[src/rtl/branch_fetch_sequencer.sv]
// Fetch-side PC owner: turns branch/jump decisions into PC redirects and IF/ID flushes,
// and stalls IF/ID on branch operand hazards the ID resolver cannot forward.
//
// state | meaning
// RUN   | normal fetch; hazards checked every cycle
// STALL | extra load-use stall cycles; scnt counts down to 1
module branch_fetch_sequencer #(
  parameter logic [31:0] PC_RESET   = 32'h0000_3000,
  parameter int          LOAD_STALL = 1
) (
  input  logic        clk,
  input  logic        rst,
  input  logic        brSignal,
  input  logic        id_is_branch,
  input  logic        id_is_jump,
  input  logic [15:0] Imm,
  input  logic [25:0] j_index,
  input  logic [31:0] pc_id,
  input  logic [4:0]  rs,
  input  logic [4:0]  rt,
  input  logic [4:0]  WriteDst_EX,
  input  logic [4:0]  WriteDst_MEM,
  input  logic        EX_ctrl_RegWr,
  input  logic        MEM_ctrl_RegWr,
  input  logic        EX_ctrl_MemRd,
  input  logic        MEM_ctrl_MemRd,
  input  logic        ext_stall,
  output logic [31:0] pc,
  output logic        if_id_wr,
  output logic        if_id_flush,
  output logic        id_ex_bubble,
  output logic [15:0] br_taken_cnt
);

  typedef enum logic {RUN, STALL} state_t;

  localparam logic [1:0] SCNT_INIT = 2'(LOAD_STALL - 1);

  state_t      state;
  logic [1:0]  scnt;
  logic        h_ex;
  logic        h_mem;
  logic        stall;
  logic        take_jump;
  logic        take_br;
  logic        redirect;
  logic [31:0] br_target;
  logic [31:0] j_target;
  logic [31:0] pc_next;

  assign h_ex = id_is_branch && EX_ctrl_RegWr && EX_ctrl_MemRd && (WriteDst_EX != 5'd0) &&
                ((rs == WriteDst_EX) || (rt == WriteDst_EX));

  // MEM-stage ALU results are not on the resolver's forward path; MEM loads are.
  assign h_mem = id_is_branch && MEM_ctrl_RegWr && !MEM_ctrl_MemRd && (WriteDst_MEM != 5'd0) &&
                 ((rs == WriteDst_MEM) || (rt == WriteDst_MEM));

  // Gated by rst so the combinational outputs read as a plain fetch while in reset.
  assign stall = rst && (ext_stall || (state == STALL) || h_ex || h_mem);

  assign take_jump = rst && !stall && id_is_jump;
  assign take_br   = rst && !stall && !id_is_jump && id_is_branch && brSignal;
  assign redirect  = take_jump || take_br;

  assign br_target = pc_id + 32'd4 + {{14{Imm[15]}}, Imm, 2'b00};
  assign j_target  = {pc_id[31:28], j_index, 2'b00};

  always_comb begin
    pc_next = pc + 32'd4;
    if (take_jump)    pc_next = j_target;
    else if (take_br) pc_next = br_target;
  end

  assign if_id_wr     = !stall;
  assign if_id_flush  = redirect;
  assign id_ex_bubble = stall;

  always_ff @(posedge clk or negedge rst) begin
    if (!rst) begin
      state        <= RUN;
      scnt         <= 2'd0;
      pc           <= PC_RESET;
      br_taken_cnt <= 16'd0;
    end else begin
      if (!stall) pc <= pc_next;
      if (redirect && (br_taken_cnt != 16'hFFFF)) br_taken_cnt <= br_taken_cnt + 16'd1;
      // An external stall freezes the FSM, including any pending STALL count.
      if (!ext_stall) begin
        case (state)
          RUN: begin
            if (h_ex && (LOAD_STALL > 1)) begin
              state <= STALL;
              scnt  <= SCNT_INIT;
            end
          end
          STALL: begin
            if (scnt <= 2'd1) begin
              state <= RUN;
              scnt  <= 2'd0;
            end else begin
              scnt <= scnt - 2'd1;
            end
          end
          default: begin
            state <= RUN;
            scnt  <= 2'd0;
          end
        endcase
      end
    end
  end

endmodule

[config.mk]
export PLATFORM = sky130hd
export DESIGN_NAME = branch_fetch_sequencer
export DESIGN_NICKNAME = d
export VERILOG_FILES = /design/src/rtl/branch_fetch_sequencer.sv
export SDC_FILE = /design/constraint.sdc
export NUM_CORES = 1
export LEC_CHECK = 0
export BUFFER_PORTS_ARGS = -buffer_cell sky130_fd_sc_hd__buf_2
export CELL_PAD_IN_SITES_DETAIL_PLACEMENT = 1
export CELL_PAD_IN_SITES_GLOBAL_PLACEMENT = 2
export CORE_MARGIN = 4
export CORE_UTILIZATION = 31
export DETAILED_ROUTE_END_ITERATION = 6
export PLACE_DENSITY = 0.88
export RECOVER_POWER = 50
export SLEW_MARGIN = 20
export SYNTH_ARGS = -nofsm -noshare
export SYNTH_HDL_FRONTEND = slang
export SYNTH_SLANG_ARGS = --single-unit
[constraint.sdc]
create_clock -name clk -period 2.7 [get_ports clk]
set_input_delay 0.27 -clock clk [delete_from_list [all_inputs] [get_ports clk]]
set_output_delay 0.27 -clock clk [all_outputs]
set_load 0.03 [all_outputs]
==> reports/metrics.cfg <==
[synthesis]
synth_top_area_share_pct = 23.04
ys_ff_latch = 51
synth_edf_count = 0
synthArstFlopShare_pct = 100.0
synth_top_area_cell = dfrtp_1
syn_inst = 639
syn_nets = 803
yosysSeqAreaShare_pct = 24.03
yosysWarnings = 0
synth.area.top_cells = dfrtp_1, ha_1, xnor2_1
synth_cell_types = 67
syn_area_per_cell_um2 = 8.328
synth_area_um2 = 5321
synth_flop_cell = dfrtp_1

[min_path]
worstHoldPathType = input port to flop

[place]
gp_congestion = 0.8710
dp_hpwl_um = 15030
detailedPlace.worstSlack_ns = -0.4111
dp_cells = 1063
io_buffer_count = 154
placed_area_um2 = 6872

[detailed_routing]
drt-total-wl_um = 18470
num_vias = 5552
routedWlPerCell_um = 17.21
antenna_left = 0
drt_pass1_iterations = 4
drc = 0
drtIter0Drc = 218
vias_per_cell = 5.174

[worst_setup_path]
path_max_fanout = 3
critical-path-slowest-cell = a221o_1
worst-setup-path-type = input port to flop
cp_cell_sequence = buf_2 > ha_1 > ha_4 > a211oi_4 > o21ai_1 > a221o_1 > o311ai_2 > nand2_1 > a21oi_1 > xnor2_1 > a211o_1
crit_path_end_kind = flop
crit_path_max_incr_delay_ns = 0.40
crit_required_ns = 2.89
critPathLaunchType = input port
cp.arrival_ns = 2.75

[status]
status = finished clean

[sta]
worst_pin_slew_ns = 1.098
fmax_ghz = 0.3914
finalSetupTns_ns = 0
holdWs_ns = 0.2036
hold_viol_final = 0
fin_skew_ns = 0.008486
rsz0062_at_grt = no
slew_violations = 0
fin_crit_ns = 2.555
setup_viol = 0
finalWorstSetupSlack_ns = 0.1448
fin_crit_sh_pct = 94.64
slew_headroom_pct = 26.83

[global_routing]
antenna_found_initial = 0
grt_pass1_vias = 5935
grt_first_pass_wirelength_um = 30370
grt_max_degree = 41
overflow = 0
grt_usage_pct = 18.74

[cells_and_area]
fin_nets = 1016
syn2layout_area_growth_pct = 33.22
final_cell_mix = buf_2, buf_4, nand2_1
design_area_um2 = 7089
utilization_pct = 42.45
layout.cells.non_filler = 1073
diodes = 0
drive_gt1_share_pct = 26.38
final_common_cell = buf_2

[power_and_ir_drop]
total_power_mw = 3.875
leakagePower_nw = 3.341
vdd_drop_max_mv = 0.3422
powerDensity_nw_per_um2 = 546.5

[clock_tree]
h-tree-depth = 2
path_clk_slew_ns = 0.08
cts_buffers = 5
cts_tree = built
cts_sinks = 51
worstSkewPairLatency_ns = 0.30
max-clock-path-buffers = 2
clock-root-buffer = clkbuf_16

[floorplanning]
row_count = 47
die_w_um = 139.0
ios = 155
initial_core_util_pct = 31.86
core_um2 = 16700
die_height_um = 139.0
die_area_um2 = 19330

[flow_run]
drv_cap = 0

## kinds of logic after synthesis
logic type,count (synthesis),share of synthesized area (%)
flops,51,24.03
simple gates,211,19.96
fa+ha+maj,60,14.25
buf+inv,49,4.091
compound gates,161,19.42
mux,25,4.750
xor+xnor,82,13.50
## layer usage
metal | routed length (um) | vias to the layer above | track usage (%)
met2 | 9003 | 114 | 32.91
met4 | 155 | 0 | 2.781
li1 | - | 2750 | -
met5 | 0 | - | 0
met3 | 666 | 11 | 2.690
met1 | 8644 | 2677 | 25.01
## flip-flops by register name (all words and copies together) (netlist names)
name / cells
pc: 32
br_taken_cnt: 16
scnt: 2
state: 1
## report_power, final
group	switching, mW	internal, mW
registers	0.273	0.941
logic	1.18	0.812
clock network	0.317	0.349
total	1.77	2.10
## final timing paths
check / depth (start not counted) / endpoint / slack [ns] / startpoint
max: 11 / pc[20]$_DFFE_PN0P_ / 0.14 / Imm[2]
min: 2 / pc[0]$_DFFE_PN0P_ / 0.20 / pc_id[0]
max reg2reg: 8 / br_taken_cnt[14]$_DFFE_PN0P_ / 0.28 / br_taken_cnt[4]$_DFFE_PN0P_
min reg2reg: 1 / br_taken_cnt[15]$_DFFE_PN0P_ / 0.49 / br_taken_cnt[15]$_DFFE_PN0P_
max in group asynchronous: 4 / pc[26]$_DFFE_PN0P_ / 0.93 / rst
min in group asynchronous: 3 / br_taken_cnt[15]$_DFFE_PN0P_ / 0.48 / rst
## final cells by class
cell class              instances  area (um2)
fillers                      2090        9612
multi-input cells             539        3978
repair buffers                230        1319
flip-flops and latches         51        1279
well taps                     220       275.3
clock buffers                   6       128.9
inverters                      25       93.84
clock inverters                 2       16.27
## repair_timing
item                       4_1_cts  5_1_grt
hold endpoints to repair        12        0
gates cloned                     0        0
setup endpoints to repair        6       11
pin swaps                        0       13
hold buffers                     1        0
buffers inserted                 0        1
resized for setup                5       12
## critical path: cells and delay by family
kind                     cells  cell delay (ns)
AO/OA/AOI/OAI                6             1.56
adder cells (fa/ha/maj)      2             0.64
buffers and inverters        1             0.10
AND/OR/NAND/NOR              1             0.09
XOR/XNOR                     1             0.09
## synthesized netlist by cell type (2+ instances only)
| library cell | count |
|---|---|
| a21oi_1 | 58 |
| o2111ai_1 | 2 |
| a21o_1 | 8 |
| buf_6 | 3 |
| o221ai_2 | 2 |
| a22o_1 | 2 |
| o21ai_0 | 30 |
| nor2b_1 | 3 |
| nand2b_1 | 7 |
| or2_2 | 5 |
| a22oi_2 | 2 |
| a211o_1 | 2 |
| nor3_1 | 15 |
| and4_1 | 5 |
| inv_1 | 23 |
| nor2_1 | 47 |
| o221ai_1 | 4 |
| xor2_1 | 41 |
| ha_1 | 59 |
| mux2_2 | 2 |
| o21ai_1 | 2 |
| o22ai_1 | 7 |
| inv_2 | 2 |
| mux2i_1 | 23 |
| xnor2_1 | 41 |
| a211oi_1 | 4 |
| dfstp_2 | 2 |
| dfrtp_1 | 49 |
| o31ai_1 | 2 |
| and3_1 | 18 |
| nand4_1 | 18 |
| or2_1 | 2 |
| a31oi_1 | 7 |
| or3_1 | 2 |
| o211ai_1 | 8 |
| o311ai_0 | 2 |
| nand3_1 | 12 |
| o21a_1 | 3 |
| o311ai_1 | 2 |
| and2_1 | 6 |
| nand2_1 | 60 |
| buf_2 | 6 |
| nor4_1 | 4 |
| clkbuf_1 | 14 |
(Power assumes the default switching activity.)
